**config.mk**
```make
export PLATFORM = sky130hd
export DESIGN_NAME = ssd1306_spi_tx
export DESIGN_NICKNAME = d
export VERILOG_FILES = /design/src/rtl/ssd1306_spi_tx.sv
export SDC_FILE = /design/constraint.sdc
export NUM_CORES = 1
export LEC_CHECK = 0
export ABC_AREA = 1
export CORE_MARGIN = 4
export CORE_UTILIZATION = 65
export DETAILED_ROUTE_END_ITERATION = 12
export PLACE_DENSITY = 0.94
export SYNTH_ARGS = -nofsm -noshare
export SYNTH_HDL_FRONTEND = slang
export SYNTH_SLANG_ARGS = --single-unit
```
**constraint.sdc**
```tcl
create_clock -name clk -period 6.2 [get_ports clk]
set_clock_uncertainty 0.15 [all_clocks]
set_input_delay 1.24 -clock clk [delete_from_list [all_inputs] [get_ports clk]]
set_output_delay 1.24 -clock clk [all_outputs]
set_load 0.03 [all_outputs]
```
**src/rtl/ssd1306_spi_tx.sv**
```systemverilog
// SPI transmitter for an SSD1306-class OLED controller.
// Queues {dc, data} entries in a small FIFO and shifts each byte out MSB-first
// in SPI mode 0. Chip select stays low across back-to-back bytes.
module ssd1306_spi_tx #(
    parameter int unsigned CLK_DIV    = 4,
    parameter int unsigned FIFO_DEPTH = 16,
    parameter int unsigned CS_IDLE    = 2
) (
    input  logic                          clk,
    input  logic                          rst,
    input  logic                          wr_en,
    input  logic [7:0]                    wr_data,
    input  logic                          wr_dc,
    output logic                          full,
    output logic [$clog2(FIFO_DEPTH):0]   level,
    output logic                          busy,
    output logic                          overflow,
    output logic                          ss,
    output logic                          scl,
    output logic                          mosi,
    output logic                          dc
);

    localparam int unsigned AW = $clog2(FIFO_DEPTH);

    typedef enum logic [2:0] {
        StIdle,
        StSetup,
        StShift,
        StHold,
        StDeselect
    } state_e;

    // FIFO storage and bookkeeping
    logic [8:0]    mem [FIFO_DEPTH];
    logic [AW-1:0] wr_ptr_q;
    logic [AW-1:0] rd_ptr_q;
    logic [AW:0]   count_q;
    logic          ovf_q;
    logic          push;
    logic          pop;
    logic          empty;
    logic [8:0]    head;

    // Transmit FSM state
    state_e        state_q, state_d;
    logic [7:0]    div_q, div_d;
    logic [2:0]    bit_q, bit_d;
    logic [7:0]    cs_q, cs_d;
    logic [7:0]    shreg_q, shreg_d;
    logic          scl_q, scl_d;
    logic          ss_q, ss_d;
    logic          mosi_q, mosi_d;
    logic          dc_q, dc_d;
    logic          tick;

    // A write while full is dropped even when a pop frees a slot in the same cycle.
    assign full  = (count_q == (AW + 1)'(FIFO_DEPTH));
    assign empty = (count_q == '0);
    assign push  = wr_en && !full;
    assign head  = mem[rd_ptr_q];
    assign tick  = (div_q == 8'(CLK_DIV - 1));

    assign level    = count_q;
    assign overflow = ovf_q;
    assign busy     = !empty || (state_q != StIdle);
    assign ss       = ss_q;
    assign scl      = scl_q;
    assign mosi     = mosi_q;
    assign dc       = dc_q;

    // FIFO storage write port; contents need no reset
    always_ff @(posedge clk) begin
        if (push) begin
            mem[wr_ptr_q] <= {wr_dc, wr_data};
        end
    end

    // FIFO pointers, occupancy and sticky overflow flag
    always_ff @(posedge clk or negedge rst) begin
        if (!rst) begin
            wr_ptr_q <= '0;
            rd_ptr_q <= '0;
            count_q  <= '0;
            ovf_q    <= 1'b0;
        end else begin
            if (push) begin
                wr_ptr_q <= wr_ptr_q + 1'b1;
            end
            if (pop) begin
                rd_ptr_q <= rd_ptr_q + 1'b1;
            end
            count_q <= count_q + (AW + 1)'(push) - (AW + 1)'(pop);
            if (wr_en && full) begin
                ovf_q <= 1'b1;
            end
        end
    end

    // FSM and serial output registers
    always_ff @(posedge clk or negedge rst) begin
        if (!rst) begin
            state_q <= StIdle;
            div_q   <= '0;
            bit_q   <= '0;
            cs_q    <= '0;
            shreg_q <= '0;
            scl_q   <= 1'b0;
            ss_q    <= 1'b1;
            mosi_q  <= 1'b0;
            dc_q    <= 1'b0;
        end else begin
            state_q <= state_d;
            div_q   <= div_d;
            bit_q   <= bit_d;
            cs_q    <= cs_d;
            shreg_q <= shreg_d;
            scl_q   <= scl_d;
            ss_q    <= ss_d;
            mosi_q  <= mosi_d;
            dc_q    <= dc_d;
        end
    end

    // Next-state logic: half-period divider, byte sequencing and pin updates
    always_comb begin
        state_d = state_q;
        div_d   = tick ? 8'd0 : div_q + 8'd1;
        bit_d   = bit_q;
        cs_d    = cs_q;
        shreg_d = shreg_q;
        scl_d   = scl_q;
        ss_d    = ss_q;
        mosi_d  = mosi_q;
        dc_d    = dc_q;
        pop     = 1'b0;

        unique case (state_q)
            StIdle: begin
                if (!empty) begin
                    pop     = 1'b1;
                    shreg_d = head[7:0];
                    mosi_d  = head[7];
                    dc_d    = head[8];
                    ss_d    = 1'b0;
                    state_d = StSetup;
                end
            end
            StSetup: begin
                if (tick) begin
                    scl_d   = 1'b1;
                    bit_d   = 3'd7;
                    state_d = StShift;
                end
            end
            StShift: begin
                if (tick) begin
                    if (!scl_q) begin
                        scl_d = 1'b1;
                    end else begin
                        scl_d = 1'b0;
                        if (bit_q != 3'd0) begin
                            shreg_d = {shreg_q[6:0], 1'b0};
                            mosi_d  = shreg_q[6];
                            bit_d   = bit_q - 3'd1;
                        end else if (!empty) begin
                            // Chain the next byte with ss still low
                            pop     = 1'b1;
                            shreg_d = head[7:0];
                            mosi_d  = head[7];
                            dc_d    = head[8];
                            state_d = StSetup;
                        end else begin
                            state_d = StHold;
                        end
                    end
                end
            end
            StHold: begin
                if (tick) begin
                    ss_d    = 1'b1;
                    cs_d    = 8'd0;
                    state_d = StDeselect;
                end
            end
            StDeselect: begin
                if (tick) begin
                    if (cs_q == 8'(CS_IDLE - 1)) begin
                        state_d = StIdle;
                    end else begin
                        cs_d = cs_q + 8'd1;
                    end
                end
            end
            default: begin
                state_d = StIdle;
            end
        endcase

        // Every state entry restarts the half-period divider
        if (state_d != state_q) begin
            div_d = 8'd0;
        end
    end

endmodule

```
# Word level (Yosys, flattened, before mapping)
# Memories as Yosys holds them, arrays and structs flattened.
# Cells that the tools add are included.
classes:
  reduce_logical: 19
  mux: 49
  bitwise: 0
  shift: 0
  add_sub_neg: 7
  n_eq_ne: 17
  div_mod_pow: 0
  order_cmp: 0
  multipliers: 0
ops:
  columns: ["cell", "count"]
  rows:
  - ["$mux W8", 9]
  - ["$mux W3", 12]
  - ["$pmux W8 S2", 2]
  - ["$mux W1", 18]
  - ["$ne A2 B2 Y1 const B", 9]
  - ["$add A8 B1 Y8 const B", 2]
  - ["$pmux W3 S5", 1]
  - ["$pmux W1 S2", 5]
  - ["$reduce_and A3 Y1", 3]
  - ["$add A4 B1 Y4 const B", 2]
  - ["$eq A8 B1 Y1 const B", 1]
  - ["$eq A8 B2 Y1 const B", 1]
  - ["$reduce_and A4 Y1", 2]
  - ["$reduce_bool A2 Y1", 4]
  - ["$eq A3 B2 Y1 const B", 2]
  - ["$pmux W3 S2", 1]
  - ["$reduce_bool A3 Y1", 2]
  - ["$add A5 B1 Y5", 1]
  - ["$eq A5 B5 Y1 const B", 1]
  - ["$logic_not A5 Y1", 1]
  - ["$reduce_and A5 Y1", 1]
  - ["$sub A5 B1 Y5", 1]
  - ["$eq A3 B1 Y1 const B", 1]
  - ["$eq A3 B3 Y1 const B", 1]
  - ["7 further kinds", 9]
word_totals:
  romBits: 0
  ram_bits: 144
  out_inout_bits: 12
  elab_cells: 106
  latchBits: 0
  in_bits: 12
  ff_bits: 48
  n_memories: 1
memory_table:
  columns: ["name", "words", "width", "rd", "rd_ports_with_merged_regs", "wr", "line_no", "source"]
  rows:
  - ["mem", 16, 9, 1, 0, 1, "35", "logic [8:0] mem [FIFO_DEPTH];"]

# Logic depth before layout (Yosys ltp)
# Gate-level depths: netlist of run 1.
logic_depth:
  ltp_word: 8
  mapped_depth: 16
  ltp_nobuf: 16

# Worst setup path before layout of run 1
# No wires, ideal clock.
synth_timing:
  path_type: "reg2reg"
  from: "reg count_q[2], in the netlist level[2]"
  to: "reg count_q[4], in the netlist level[4]"
  path_stages_with_launch: 15
  period_less_slack_ns: 2.884
  t_arrival_ns: 2.606
  n_path_buf: 1
  slack_ns: 3.316
  setup_ns: 0.128
  t_required_ns: 5.922
  path_cell_list: "dfrtp_1 inv_1 ha_1 nand3b_1 inv_1 buf_2 nor2_2 ha_1 inv_1 ha_1 inv_1 fa_1 o21ai_0 a21oi_1 xor2_1"
synth_between:
  elab_chain_len: 7
  word_cells_on_any_way: 11
  classes_between: "add/sub (2); eq/ne (1); mux (5); reduce/logical (3)"
synth_lines:
  columns: ["item", "line_no", "source"]
  rows:
  - ["start: declaration", "38", "logic [AW:0] count_q;"]
  - ["start signal: assignment", "93", "count_q <= count_q + (AW + 1)'(push) - (AW + 1)'(pop);"]
  - ["$logic_not A5 Y1 *", "59", "assign empty = (count_q == '0);"]
  - ["$mux W1 *", "140, 166", null]
  - ["$mux W1", "162", "if (bit_q != 3'd0) begin"]
  - ["$mux W1", "158", "if (!scl_q) begin"]
  - ["$mux W1", "157", "if (tick) begin"]
  - ["$pmux W1 S2 *", "138", "unique case (state_q)"]
  - ["net pop", "41", "logic pop;"]
  - ["$sub A5 B1 Y5 *", "93", null]
# The timed path passes the listed nets; every way through them passes the cells marked *.
# A chain may end at the register's enable or synchronous reset.

# Worst setup path after layout of run 1
layout_timing:
  from: "reg count_q[3], in the netlist level[3]"
  to: "out busy"
layout_between:
  elab_chain_len: 3
layout_lines:
  columns: ["item", "line_no", "source"]
  rows:
  - ["$logic_not A5 Y1", "59", null]
  - ["$logic_not A1 Y1", null, null]
  - ["$logic_or A1 B1 Y1", "66", "assign busy = !empty || (state_q != StIdle);"]
  - ["end: declaration", "16", "output logic busy,"]
# Every way passes these cells.

==> results_dict.tcl, run 1 <==
set metrics [dict create \
    multiInputGateArea_mm2 0.002649 \
    ant_nets 0 \
    worstHoldStart "overflow" \
    tritoncts "done" \
    grt_pass1_vias 6235 \
    syn_avg_cell_area_um2 9.641 \
    start_kind "register" \
    synthTopCellsByArea "edfxtp_1, dfrtp_1, nand2_1, nand3_1, inv_1" \
    synthTopCellsByCount "nand2_1, edfxtp_1, inv_1" \
    crit_required_ns 4.81 \
    cts_setup_buffers 0 \
    cts_max_path_buffers 2 \
    cellPowerDensity_mw_per_mm2 311.7 \
    coreArea_mm2 0.01330 \
    grt_pass1_wl_um 31190 \
    grt-ovfl-total 0 \
    yosysWarnings 0 \
    hold_depth 1 \
    die_w_um 124.6 \
    synth_most_common_cell "nand2_1" \
    drtIter0Drc 712 \
    async_flop_share_pct 24.61 \
    cts.sinks 191 \
    outcome "complete, no violations" \
    r2r-end "level[4]" \
    fillCellCount 847 \
    netlist_area_mm2 0.008841 \
    port_buffers 23 \
    hold_violations 0 \
    die_h_um 124.6 \
    cts_buffers 17 \
    via_per_inst 5.736 \
    syn_inst 917 \
    worst_slew_pin_slew_ns 1.210 \
    nets 959 \
    p_leak_nw 4.245 \
    clkTransAtPathRegs_ns 0.07 \
    finalSetupViolCount 0 \
    synth-seq-area-share_pct 62.23 \
    hpwl_um 11920 \
    synth_edf_count 144 \
    rows 42 \
    area_growth_syn_to_layout_pct 9.652 \
    synth_top_area_share_pct 48.91 \
    htree_levels 4 \
    crit_type "register to output pin" \
    synth_cell_types 38 \
    setup_tns_ns 0 \
    antenna_cells 0 \
    initial_utilization_pct 66.50 \
    postCtsHoldBufs 0 \
    grt_max_degree 77 \
    ys_dominant_reg_cell "edfxtp_1" \
    route.vias.total 6419 \
    clock_latency_ns 0.44 \
    timing.fmax_mhz 245.8 \
    wirelength_um 19480 \
    final_area_mm2 0.009694 \
    synth_fp_nets 946 \
    register_area_mm2 0.005503 \
    place_congestion 0.8537 \
    holdPathEnd "overflow" \
    period_needed_ns 4.069 \
    rsz0062_at_grt "no" \
    r2r_slack_ns 2.72 \
    ff2ff_path_depth 15 \
    die_area_mm2 0.01553 \
    worstPathArrival_ns 2.68 \
    drv_slew 0 \
    cts_resized 0 \
    ys_seq_elements 191 \
    ios 24 \
    drv_cap 0 \
    drc 0 \
    antenna_found_initial 0 \
    max-slew-margin-rel_pct 19.21 \
    fin_crit_sh_pct 65.63 \
    firstDrtPassIters 5 \
    max-vdd-ir-drop_mv 0.4495 \
    min_path_type "register to register" \
    synth_largest_area_cell "edfxtp_1" \
    cp_max_fo 15 \
    timing.rr.start "div_q[0]" \
    wl_per_cell_um 17.41 \
    layout-drive-gt1-share_pct 5.726 \
    cts-root-buf "clkbuf_16" \
    end_kind "output pin" \
    track_usage_pct 25.77 \
    post_dp_cell_area_mm2 0.009153 \
]
registers in the layout, summed over array words and instances (netlist names):
register	count
mosi	1
dc	1
state_q	3
ss	1
overflow	1
cs_q	8
wr_ptr_q	4
shreg_q	7
rd_ptr_q	4
bit_q	3
div_q	8
scl	1
mem	144
level	5
kinds of logic after synthesis:
family	count (synthesis)	share of synthesized area [%]
AOI/OAI and AO/OA	54	3.538
xor gates and xnor gates	15	1.486
adders and majority gates	17	2.491
buffers and inverters	174	7.812
DFF	191	62.23
and+or+nand+nor	466	22.45
power by group:
| group | total [mW] | internal, mW | switching (mW) |
|---|---|---|---|
| clock network | 1.00 | 0.517 | 0.485 |
| logic | 0.450 | 0.141 | 0.309 |
| registers | 1.57 | 1.51 | 0.0570 |
| total | 3.02 | 2.17 | 0.852 |
placed cells by master, fill, tap and decap left out, drive strengths merged, types with 3 or more instances in the layout:
cell type      synthesis  routed
nand4                  5       5
nor2                  79      79
buf                   20       4
clkinv                 0       9
nand3                114     114
nand2                262     262
dfrtp                 46      46
xor2                  14      14
or2                    3       3
o211ai                 8       8
ha                    16      16
clkbuf                12      17
a21oi                  5       5
inv                  142     145
clkdlybuf4s50          0      22
o21ai                 33      33
clkinvlp               0       3
edfxtp               144     144
o31ai                  3       3
worst max-delay path: stages, from the launching register on:
cell,delay [ns]
dfrtp_1,0.41
inv_1,0.09
ha_1,0.17
nand3b_1,0.32
inv_1,0.49
nand2_1,0.13
clkdlybuf4s50_1,0.62
metrics by stage:
step | total power [mW] | hold slack (ns) | util [%] | instances | setup slack (ns)
floorplan | 1.851 | 0.3086 | - | 917 | 3.316
global placement | 1.989 | 0.2908 | 68.84 | 1087 | 2.738
detailed placement | 2.021 | 0.3061 | 68.84 | 1087 | 2.638
CTS | 3.021 | 0.3216 | 72.92 | 1119 | 2.160
global route | 3.132 | 0.3538 | 72.92 | 1119 | 1.956
finish | 3.022 | 0.3179 | 72.92 | 1119 | 2.131
layer usage:
metal / up-vias / track usage (%) / routed length, um
met1: 3023 / 30.36 / 7096
met5: - / 0 / 0
met2: 348 / 43.77 / 9805
met3: 70 / 6.904 / 1734
met4: 0 / 12.70 / 845
li1: 2978 / - / -
worst max-delay path by stage:
stage	from	end	slack, ns	depth (start not counted)
2_1_floorplan	level[2]	level[4]	3.32	14
3_3_place_gp	wr_en	level[4]	2.74	10
3_5_place_dp	wr_en	level[4]	2.64	10
4_1_cts	level[3]	busy	2.16	6
5_1_grt	level[3]	busy	1.96	6
6_report	level[3]	busy	2.13	6
layout make-up:
cell class / count / share of cell area (%)
clock buffers: 17 / 4.388
clock inverters: 15 / 1.200
inverters: 142 / 5.498
multi-input cells: 552 / 27.32
flip-flops and latches: 191 / 56.76
well taps: 176 / 2.272
repair buffers: 26 / 2.556
(Power assumes the default switching activity.)
==> inputs of run 2 (changes only) <==
- CORE_UTILIZATION: 65 -> 56
- PLACE_DENSITY: 0.94 -> 0.87
- clock period: 6.2 -> 3.3 ns (I/O delays scaled with it)
==> run 2 against run 1 <==
Flip-flop and latch count stayed put. Via count is 0.14% lower. Sequential power is 87% higher. Wire length is 1.6% lower. Highest routed layer unchanged. Final cell count is 5.3% higher. Hold slack worse by 0.14 ns. Die area is 15% higher. Largest power group unchanged. Critical path depth is 1 higher. Clock-buffer cell count is 1 higher.
==> results_dict.tcl, run 2 (synthesized netlist as in run 1, its figures left out) <==
set metrics [dict create \
    final_area_mm2 0.009950 \
    cp_max_fo 9 \
    port_buffers 23 \
    end_kind "output pin" \
    cts.sinks 191 \
    fin_crit_sh_pct 93.62 \
    die_w_um 133.7 \
    initial_utilization_pct 57.73 \
    crit_start "level[3]" \
    regMostFlops "mem" \
    cts_setup_buffers 0 \
    route.vias.total 6410 \
    largest_reg_flops 144 \
    cts-root-buf "clkbuf_16" \
    cts_buffers 17 \
    hold_violations 0 \
    grt_pass1_vias 6331 \
    clkTransAtPathRegs_ns 0.07 \
    htree_levels 4 \
    worstPathArrival_ns 2.28 \
    area_growth_syn_to_layout_pct 12.54 \
    wl_per_cell_um 16.28 \
    crit_required_ns 2.49 \
    timing.fmax_mhz 323.7 \
    finalSetupViolCount 0 \
    outcome "complete, no violations" \
    layout-drive-gt1-share_pct 8.066 \
    power_mw 5.725 \
    rsz0062_at_grt "no" \
    fillCellCount 1103 \
    place_congestion 0.8412 \
    crit_top_cell "inv_1" \
    grt_pass1_wl_um 31600 \
    tritoncts "done" \
    die_h_um 133.7 \
    clock_latency_ns 0.44 \
    track_usage_pct 22.51 \
    setup_tns_ns 0 \
    via_per_inst 5.441 \
    drv_cap 0 \
    coreArea_mm2 0.01531 \
    crit_type "register to output pin" \
    cts_max_path_buffers 2 \
    antenna_cells 0 \
    worst_slew_pin_slew_ns 0.8578 \
    p_leak_nw 4.391 \
    post_dp_cell_area_mm2 0.009402 \
    grt-ovfl-total 0 \
    final_common_cell "nand2_1" \
    max-vdd-ir-drop_mv 0.4720 \
    worstSetupPathDepth 7 \
    largest_registers "mem (144), cs_q (8), div_q (8)" \
    drtIter0Drc 759 \
    max-slew-margin-rel_pct 42.82 \
    die_area_mm2 0.01786 \
    start_kind "register" \
    drv_slew 0 \
    cellPowerDensity_mw_per_mm2 575.4 \
    timing.rr.start "div_q[0]" \
    grt_max_degree 74 \
    ant_nets 0 \
    min_path_type "primary input to asynchronous set/reset pin" \
    cpPeakStageDelay_ns 0.59 \
    antenna_found_initial 0 \
    final_cell_mix "nand2_1, edfxtp_1, inv_1" \
    cts_resized 0 \
    wirelength_um 19180 \
    ios 24 \
    nets 983 \
    period_needed_ns 3.089 \
    worst-path-buf-inv 4 \
    firstDrtPassIters 5 \
    critical-path-top-delay-family "buffers and inverters" \
    hpwl_um 11670 \
    ff2ff_path_depth 15 \
    drc 0 \
    rows 45 \
    critical-path-slowest-cell "clkdlybuf4s50_1" \
    postCtsHoldBufs 0 \
    path_cells "inv_1 -> ha_1 -> nand3b_1 -> inv_1 -> buf_4 -> nand2_1 -> clkdlybuf4s50_1" \
]
run 2: cell types whose count changed in the layout (fill, tap and decap cells not counted):
cell        before  now
clkinv_4         3    2
clkinv_2         1    0
clkinvlp_4       3    1
buf_12           0    2
clkinv_8         1    0
clkbuf_1         0    1
buf_4            3   25
clkinv_1         4    3
inv_8            2    5
inv_6            1    3
run 2: final cells by class:
cell class | instances | area, um2 | share of cell area (%)
clock buffer | 18 | 429.2 | 4.313
tap | 211 | 264.0 | 2.653
clock inverter | 14 | 118.9 | 1.195
timing repair buffer | 50 | 452.9 | 4.552
sequential | 191 | 5503 | 55.31
inverter | 142 | 533.0 | 5.357
multi-input combinational | 552 | 2649 | 26.62
run 2: report_power, final:
part | total [mW] | internal (mW) | switching, mW
clock network | 1.95 | 0.991 | 0.956
registers | 2.93 | 2.84 | 0.0976
logic | 0.844 | 0.295 | 0.549
run 2: per-layer routing:
metal / vias to the layer above / wire, um / global-route usage [%]
met2: 305 / 9874 / 39.62
met4: 0 / 573 / 9.143
met3: 54 / 1599 / 4.116
met5: - / 0 / 0
li1: 3028 / - / -
met1: 3023 / 7129 / 27.48
run 2: worst register-to-register path: stages (launching register included):
cell and delay [ns]:
dfrtp_1 0.36, ha_1 0.22, nand2_1 0.10, nor2_4 0.29
nor2_4 0.08, nor2_8 0.13, nand3_2 0.10, nor2_2 0.14
ha_1 0.25, inv_1 0.06, ha_1 0.15, inv_1 0.05
fa_1 0.38, o21ai_0 0.18, a21oi_1 0.09, xor2_1 0.14
run 2: final timing paths:
check	slack, ns	to
setup / recovery	0.21	busy
hold / removal	0.18	bit_q[2]
setup reg to reg	0.30	level[4]
hold reg to reg	0.31	overflow
max in group asynchronous	2.13	ss
min in group clk	0.31	overflow
run 2: metrics by stage:
step	setup WS [ns]	std cells	utilization (%)	hold slack, ns
2_1_floorplan	0.4163	917	-	0.2144
3_3_place_gp	0.3760	1146	61.39	0.2902
3_5_place_dp	0.3214	1146	61.39	0.2975
4_1_cts	0.1898	1178	64.97	0.1984
5_1_grt	0.04761	1178	64.97	0.2480
6_report	0.2106	1178	64.97	0.1799
